### src/rtl/mips_pkg.sv
// Shared types and encodings for the multicycle MIPS controller.
// State numbering is visible on state_o; encodings 13-15 are unused.
package mips_pkg;

   typedef enum logic [3:0] {
      StFetch    = 4'd0,
      StDecode   = 4'd1,
      StMemAdr   = 4'd2,
      StMemRd    = 4'd3,
      StMemWb    = 4'd4,
      StMemWr    = 4'd5,
      StRtExec   = 4'd6,
      StAluWb    = 4'd7,
      StBranch   = 4'd8,
      StAddiExec = 4'd9,
      StAddiWb   = 4'd10,
      StJump     = 4'd11,
      StJr       = 4'd12
   } state_e;

   localparam logic [5:0] OP_RTYPE = 6'b000000;
   localparam logic [5:0] OP_LW    = 6'b100011;
   localparam logic [5:0] OP_SW    = 6'b101011;
   localparam logic [5:0] OP_BEQ   = 6'b000100;
   localparam logic [5:0] OP_BNE   = 6'b000101;
   localparam logic [5:0] OP_ADDI  = 6'b001000;
   localparam logic [5:0] OP_J     = 6'b000010;

   localparam logic [5:0] FUNCT_JR = 6'b001000;

   localparam logic [1:0] PCSRC_PLUS4 = 2'b00;
   localparam logic [1:0] PCSRC_BTA   = 2'b01;
   localparam logic [1:0] PCSRC_JTA   = 2'b10;
   localparam logic [1:0] PCSRC_RS    = 2'b11;

   localparam logic [1:0] ALUOP_ADD   = 2'b00;
   localparam logic [1:0] ALUOP_SUB   = 2'b01;
   localparam logic [1:0] ALUOP_FUNCT = 2'b10;

   localparam logic [1:0] ALUSRCB_REG  = 2'b00;
   localparam logic [1:0] ALUSRCB_FOUR = 2'b01;
   localparam logic [1:0] ALUSRCB_IMM  = 2'b10;
   localparam logic [1:0] ALUSRCB_BOFS = 2'b11;

   typedef struct packed {
      logic       pc_en;
      logic [1:0] pcsrc;
      logic       iord;
      logic       irwrite;
      logic       memwrite;
      logic       regdst;
      logic       memtoreg;
      logic       regwrite;
      logic       alusrca;
      logic [1:0] alusrcb;
      logic [1:0] aluop;
   } ctrl_t;

endpackage

### src/rtl/mips_mc_outdec.sv
// Moore output decode for the multicycle controller; only the PC and IR
// enables look at live inputs (mem_ready, zero).
module mips_mc_outdec
   import mips_pkg::*;
(
   input  state_e     state,
   input  logic [5:0] op,
   input  logic       zero,
   input  logic       mem_ready,
   output ctrl_t      ctrl
);

   always_comb begin
      ctrl = '0;
      case (state)
         StFetch: begin
            ctrl.irwrite = mem_ready;
            ctrl.pc_en   = mem_ready;
            ctrl.alusrcb = ALUSRCB_FOUR;
            ctrl.aluop   = ALUOP_ADD;
            ctrl.pcsrc   = PCSRC_PLUS4;
         end
         StDecode: begin
            ctrl.alusrcb = ALUSRCB_BOFS;
            ctrl.aluop   = ALUOP_ADD;
         end
         StMemAdr: begin
            ctrl.alusrca = 1'b1;
            ctrl.alusrcb = ALUSRCB_IMM;
         end
         StMemRd: ctrl.iord = 1'b1;
         StMemWb: begin
            ctrl.memtoreg = 1'b1;
            ctrl.regwrite = 1'b1;
         end
         StMemWr: begin
            ctrl.iord     = 1'b1;
            ctrl.memwrite = 1'b1;
         end
         StRtExec: begin
            ctrl.alusrca = 1'b1;
            ctrl.alusrcb = ALUSRCB_REG;
            ctrl.aluop   = ALUOP_FUNCT;
         end
         StAluWb: begin
            ctrl.regdst   = 1'b1;
            ctrl.regwrite = 1'b1;
         end
         StBranch: begin
            ctrl.alusrca = 1'b1;
            ctrl.alusrcb = ALUSRCB_REG;
            ctrl.aluop   = ALUOP_SUB;
            ctrl.pcsrc   = PCSRC_BTA;
            // bne takes the branch when the compare is unequal
            ctrl.pc_en   = (op == OP_BNE) ? ~zero : zero;
         end
         StAddiExec: begin
            ctrl.alusrca = 1'b1;
            ctrl.alusrcb = ALUSRCB_IMM;
            ctrl.aluop   = ALUOP_ADD;
         end
         StAddiWb: ctrl.regwrite = 1'b1;
         StJump: begin
            ctrl.pcsrc = PCSRC_JTA;
            ctrl.pc_en = 1'b1;
         end
         StJr: begin
            ctrl.pcsrc = PCSRC_RS;
            ctrl.pc_en = 1'b1;
         end
         default: ctrl = '0;
      endcase
   end

endmodule

### src/rtl/mips_mc_ctrl.sv
// Multicycle MIPS control FSM: state register and next-state logic, with
// write enables squashed combinationally while rst is high.
module mips_mc_ctrl
   import mips_pkg::*;
(
   input  logic       clk,
   input  logic       rst,
   input  logic [5:0] op,
   input  logic [5:0] funct,
   input  logic       zero,
   input  logic       mem_ready,
   output logic       pc_en,
   output logic [1:0] pcsrc,
   output logic       iord,
   output logic       irwrite,
   output logic       memwrite,
   output logic       regdst,
   output logic       memtoreg,
   output logic       regwrite,
   output logic       alusrca,
   output logic [1:0] alusrcb,
   output logic [1:0] aluop,
   output logic [3:0] state_o
);

   state_e state_q;
   ctrl_t  ctrl;

   always_ff @(posedge clk or posedge rst) begin
      if (rst) begin
         state_q <= StFetch;
      end else begin
         case (state_q)
            StFetch:  if (mem_ready) state_q <= StDecode;
            StDecode: begin
               case (op)
                  OP_LW, OP_SW:    state_q <= StMemAdr;
                  OP_RTYPE:        state_q <= (funct == FUNCT_JR) ? StJr : StRtExec;
                  OP_BEQ, OP_BNE:  state_q <= StBranch;
                  OP_ADDI:         state_q <= StAddiExec;
                  OP_J:            state_q <= StJump;
                  default:         state_q <= StFetch;
               endcase
            end
            StMemAdr:   state_q <= (op == OP_SW) ? StMemWr : StMemRd;
            StMemRd:    if (mem_ready) state_q <= StMemWb;
            StMemWr:    if (mem_ready) state_q <= StFetch;
            StRtExec:   state_q <= StAluWb;
            StAddiExec: state_q <= StAddiWb;
            StMemWb, StAluWb, StBranch, StAddiWb, StJump, StJr: state_q <= StFetch;
            default:    state_q <= StFetch;
         endcase
      end
   end

   mips_mc_outdec u_outdec (
      .state     (state_q),
      .op        (op),
      .zero      (zero),
      .mem_ready (mem_ready),
      .ctrl      (ctrl)
   );

   assign pc_en    = ctrl.pc_en    & ~rst;
   assign irwrite  = ctrl.irwrite  & ~rst;
   assign memwrite = ctrl.memwrite & ~rst;
   assign regwrite = ctrl.regwrite & ~rst;
   assign pcsrc    = ctrl.pcsrc;
   assign iord     = ctrl.iord;
   assign regdst   = ctrl.regdst;
   assign memtoreg = ctrl.memtoreg;
   assign alusrca  = ctrl.alusrca;
   assign alusrcb  = ctrl.alusrcb;
   assign aluop    = ctrl.aluop;
   assign state_o  = state_q;

endmodule

### config.mk
export PLATFORM = sky130hd
export DESIGN_NAME = mips_mc_ctrl
export DESIGN_NICKNAME = d
export VERILOG_FILES = /design/src/rtl/mips_pkg.sv /design/src/rtl/mips_mc_outdec.sv /design/src/rtl/mips_mc_ctrl.sv
export SDC_FILE = /design/constraint.sdc
export NUM_CORES = 1
export LEC_CHECK = 0
export ABC_AREA = 1
export ABC_CLOCK_PERIOD_IN_PS = 2600
export CAP_MARGIN = 20
export CORE_MARGIN = 1.5
export CORE_UTILIZATION = 39
export DETAILED_ROUTE_END_ITERATION = 16
export PLACE_DENSITY_LB_ADDON = 0.25
export SETUP_SLACK_MARGIN = 0.5
export SKIP_CTS_REPAIR_TIMING = 1
export SYNTH_ARGS = -nofsm -noshare
export SYNTH_HDL_FRONTEND = slang
export SYNTH_SLANG_ARGS = --single-unit
### constraint.sdc
create_clock -name clk -period 2.6 [get_ports clk]
set_clock_uncertainty 0.1 [all_clocks]
set_input_delay 0.39 -clock clk [delete_from_list [all_inputs] [get_ports clk]]
set_output_delay 0.39 -clock clk [all_outputs]
set_load 0.005 [all_outputs]
==> Word-level counts from Yosys, hierarchy flattened <==
Cells that the tools add are included.
{ "totals": {"register_bits": 4, "input_bits": 16, "output_inout_bits": 18, "word_cells": 56} }
{ "classes": {"n_eq_ne": 22, "mux": 18, "bitwise_logic": 6, "n_reduce_logical": 9} }
{ "op_table": {"columns": ["op", "n"], "rows": [
  ["4-bit case mux with 7 select lines", 1],
  ["4-bit equality test (second input constant)", 5],
  ["4-bit case mux with 5 select lines", 1],
  ["4-bit by 3-bit equality test with 1-bit output (second input constant)", 4],
  ["4-bit two-way mux", 4],
  ["6-bit by 3-bit equality test with 1-bit output (second input constant)", 2],
  ["6-bit by 4-bit equality test with 1-bit output (second input constant)", 2],
  ["6-bit equality test (second input constant)", 2],
  ["3-bit case mux with 4 select lines", 1],
  ["4-bit by 2-bit equality test with 1-bit output (second input constant)", 2],
  ["1-bit two-way mux", 8],
  ["2-bit OR reduction", 4],
  ["6-bit by 2-bit equality test with 1-bit output (second input constant)", 1],
  ["6-bit zero test", 1],
  ["2-bit != test (second input constant)", 3],
  ["2-bit case mux with 3 select lines", 1],
  ["1-bit AND", 4],
  ["4-bit by 1-bit equality test with 1-bit output (second input constant)", 1],
  ["4-bit zero test", 1],
  ["2-bit case mux with 2 select lines", 1],
  ["4-bit OR reduction", 1],
  ["3-bit two-way mux", 1],
  ["3-bit AND reduction", 1],
  ["3-bit OR reduction", 1],
  ["1-bit NOT", 2]
]} }

==> Depth between registers and ports, before layout <==
{ "depth": {"word_depth": 4, "depth_mapped": 9, "ltp_nobuf": 9} }

==> By module <==
From an unflattened synthesis, not the netlist that was laid out.
{ "hier_totals": {"cells_unflattened": 133, "area_unflattened_um2": 680.7} }
{ "modules_own_cells": {"columns": ["mod", "n_inst", "cells_each", "area_each_um2", "seq_area_each_um2"], "rows": [
  ["mips_mc_ctrl", 1, 90, 485.5, 100.1],
  ["mips_mc_outdec", 1, 43, 195.2, 0.0]
]} }

==> Worst setup path after synthesis <==
OpenSTA, ideal clock, no wires.
{ "synth_timing": {"path_kind": "register to output", "from": "register state_q[3], in the netlist state_o[3]", "to": "output port pc_en", "t_arrival_ns": 1.036, "required_ns": 2.110, "slack_ns": 1.074, "stages_incl_launch_ff": 9, "n_path_buf": 0, "cell_sequence": "dfrtp_1 -> inv_1 -> nor2_1 -> inv_1 -> nor2_2 -> nand3_1 -> nand3_1 -> nand2_1 -> inv_1"} }
{ "synth_via": {"elab_chain_cells": 3, "elab_cells_between_ends": 6, "cone_classes": "3 x eq/ne; 1 x mux; 1 x bitwise; 1 x reduce/logical"} }
{ "synth_rtl": {"columns": ["item", "line_no", "rtl"], "rows": [
  ["start, declared", "mips_mc_ctrl.sv:26", "state_e state_q;"],
  ["start signal, assigned", "mips_mc_ctrl.sv:31", "state_q <= StFetch;"],
  ["start signal, assigned", "mips_mc_ctrl.sv:34", "StFetch: if (mem_ready) state_q <= StDecode;"],
  ["start signal, assigned", "mips_mc_ctrl.sv:37", "OP_LW, OP_SW: state_q <= StMemAdr;"],
  ["4-bit equality test / 4-bit zero test (equally long branches)", "mips_mc_outdec.sv:15", "case (state)"],
  ["3-bit case mux with 4 select lines *", "mips_mc_outdec.sv:15", null],
  ["1-bit AND *", "mips_mc_ctrl.sv:64", "assign pc_en = ctrl.pc_en & ~rst;"],
  ["end, declared", "mips_mc_ctrl.sv:12", "output logic pc_en,"]
]} }
Mark *: on every way between the ends. The rest lies on a longest branch, timed or not.

==> Worst setup path in the final report <==
{ "layout_timing": {"from": "input port op[1]", "to": "output port pc_en"} }
{ "layout_via": {"elab_chain_cells": 4} }
{ "layout_rtl": {"columns": ["item", "line_no", "rtl"], "rows": [
  ["start, declared", "mips_mc_ctrl.sv:8", "input logic [5:0] op,"],
  ["6-bit by 3-bit equality test with 1-bit output", "mips_mc_outdec.sv:55", "ctrl.pc_en = (op == OP_BNE) ? ~zero : zero;"],
  ["1-bit two-way mux", "mips_mc_outdec.sv:55", null],
  ["3-bit case mux with 4 select lines", "mips_mc_outdec.sv:15", null],
  ["1-bit AND", "mips_mc_ctrl.sv:64", null]
]} }
No other way between the ends.

==> flow_summary_export.csv <==
group,metric,value,unit
critical_path,worstPathMaxFanout,5,
clock_network,clock_latency,0.26,ns
sta,setup_tns,0,ns
detailed_routing,drtIter0Drc,40,
cells_and_area,largest_reg_flops,4,
grt,grt_use_met3,0.0815,
critical_path,start_kind,"primary input",
detailed_routing,viasPerCell,5.35,
clock_network,htree_levels,1,
sta,fin_crit_sh,0.835,
synth,synth_seq_area_share,0.175,
critical_path,crit_required,2.11,ns
cells_and_area,stdcell_area,1100,um2
flow_run,drv_cap,0,
placement,port_buffers,33,
floorplanning,die_area,1700,um2
synth,synth-compound-area-share,0.0965,
cells_and_area,seq_area,105,um2
detailed_routing,wl,2.26,mm
detailed_routing,routed-via-count,898,
cells_and_area,final_util,0.824,
cells_and_area,nNetsFinal,171,
synth,syn_area_per_cell,5.28,um2
floorplanning,die_w,41.3,um
cells_and_area,area_growth,92.5,%
status,status,"complete, no violations",
placement,place_area,927,um2
floorplanning,start_util,0.428,
cells_and_area,antenna_cells,0,
cells_and_area,drive_above_1_share,0.268,
clock_network,cts_made_buffers,3,
sta,rsz0062_at_grt,"yes",
grt,met2_usage,0.449,
synth,synthSimpleGateAreaFrac,0.564,
synth,synth_area,571,um2
cells_and_area,multi_input_area,430,um2
detailed_routing,routedWlPerCell,13.5,um
clock_network,cts_sinks,4,
clock_network,cts.clk_slew.worst_paths,0.05,ns
cells_and_area,n_fill_cell,88,
grt,grt_start_max_net_pins,9,
cells_and_area,layout_commonest_cell,"clkdlybuf4s50_1",
synth,synth_cell_types,18,
grt,grt_pass1_wl,2.75,mm
grt,grt_most_used_layer,"met2",
critical_path,worstSetupPathType,"primary input to output port",
placement,routabilityCongestion,0.825,
placement,dp_hpwl,1.36,mm
power,power,0.786,mW
floorplanning,core,1330,um2
synth,synthCells,108,
detailed_routing,dr.pass1.iters,4,
power,power_density,716,nW/um2
floorplanning,fp-row-count,13,
synth,synth_xor_area_frac,0,
clock_network,cts_tree,"built",
power,max-vdd-ir-drop,452,uV
synth,synth-seq-cells,4,
sta,hold_violations,0,
synth,synth.net_count,124,
hold_path,hold_class,"primary input to async pin",
critical_path,end_kind,"output port",
sta,layout_min_cycle_time,2.17,ns
synth,synth_fa_ha_area_frac,0,
grt,grt_pass1_vias,703,
detailed_routing,antenna_left,0,
synth,synth_top_family_by_area,"simple AND/OR/NAND/NOR gates",
floorplanning,pin_count,34,
power,p_leak,0.708,nW
sta,worst-slew-pin-transition,0.311,ns
clock_network,clock-root-buffer,"clkbuf_4",
sta,drv_slew,0,
sta,slew_headroom,0.791,
detailed_routing,drc,0,
synth,yosysWarningCount,0,
clock_network,cts_buffer_depth,2,
grt,antenna_found_initial,0,
grt,met1_usage,0.277,
sta,fmax,461,MHz
floorplanning,die_y,41.3,um
critical_path,cp.arrival,1.68,ns
synth,synthMuxAreaShare,0,
grt,gr-total-overflow,0,
cells_and_area,final_cell_mix,"clkdlybuf4s50_1, nand2_1, nor2_1, inv_1, nand3_1",
grt,track_usage,0.254,
sta,finalSetupViolCount,0,
[worst paths after layout]
path	from	end	slack [ns]	depth (start not counted)
setup reg to reg	state_o[3]$_DFFE_PP0P_	state_o[0]$_DFFE_PP0P_	1.08	8
hold reg to reg	state_o[2]$_DFFE_PP0P_	state_o[2]$_DFFE_PP0P_	0.53	2
max in group asynchronous	rst	state_o[2]$_DFFE_PP0P_	1.92	2
setup / recovery	op[1]	pc_en	0.43	10
hold / removal	rst	state_o[0]$_DFFE_PP0P_	0.31	2
min in group clk	op[2]	state_o[1]$_DFFE_PP0P_	0.51	5
[routing by layer]
layer / vias up / wire (um) / part of all wire
li1: 429 / - / -
met1: 410 / 886 / 0.39
met2: 51 / 1120 / 0.50
met3: 8 / 183 / 0.081
met4: 0 / 70 / 0.031
met5: - / 0 / 0
[per-stage QoR]
step / instances / hold slack, ns / worst slack (ns)
after floorplan: 108 / 0.0702 / 1.07
after global placement: 157 / 0.530 / 0.222
after detailed placement: 157 / 0.535 / 0.203
after CTS: 160 / 0.323 / 0.199
after global routing: 168 / 0.316 / 0.329
final: 168 / 0.309 / 0.430
[kinds of logic after synthesis]
logic type / Yosys count
buf+inv: 25
compound gates: 10
flops: 4
simple gates: 69
[layout make-up]
cell class	count	area share
clock buffer	3	0.0205
inverter	25	0.0877
multi-input combinational	79	0.392
sequential	4	0.0957
tap	15	0.0171
timing repair buffer	42	0.387
[power breakdown]
part | total (mW) | internal, mW | switching [mW]
registers | 0.126 | 0.0864 | 0.0400
logic | 0.571 | 0.268 | 0.303
clock network | 0.0891 | 0.0524 | 0.0367
total | 0.786 | 0.407 | 0.380
[synth_stat cells (all sizes together)]
cell	n	area, um2
o21ai	6	30.0
a21oi	1	5.00
dfrtp	4	100
nand4	2	12.5
nand3	15	80.1
inv	25	93.8
o22ai	2	12.5
nand2	26	113
nor2	25	111
nor3	1	5.00
a22oi	1	7.51
[critical path: stages]
cell             delay (ns)
clkdlybuf4s50_1        0.48
inv_1                  0.12
nand2_1                0.05
nor2_1                 0.12
nand3_1                0.08
nand3_1                0.12
nand3_1                0.08
nand2_1                0.07
inv_1                  0.04
dlymetal6s2s_1         0.14
Power figures use the tool's default switching activity.
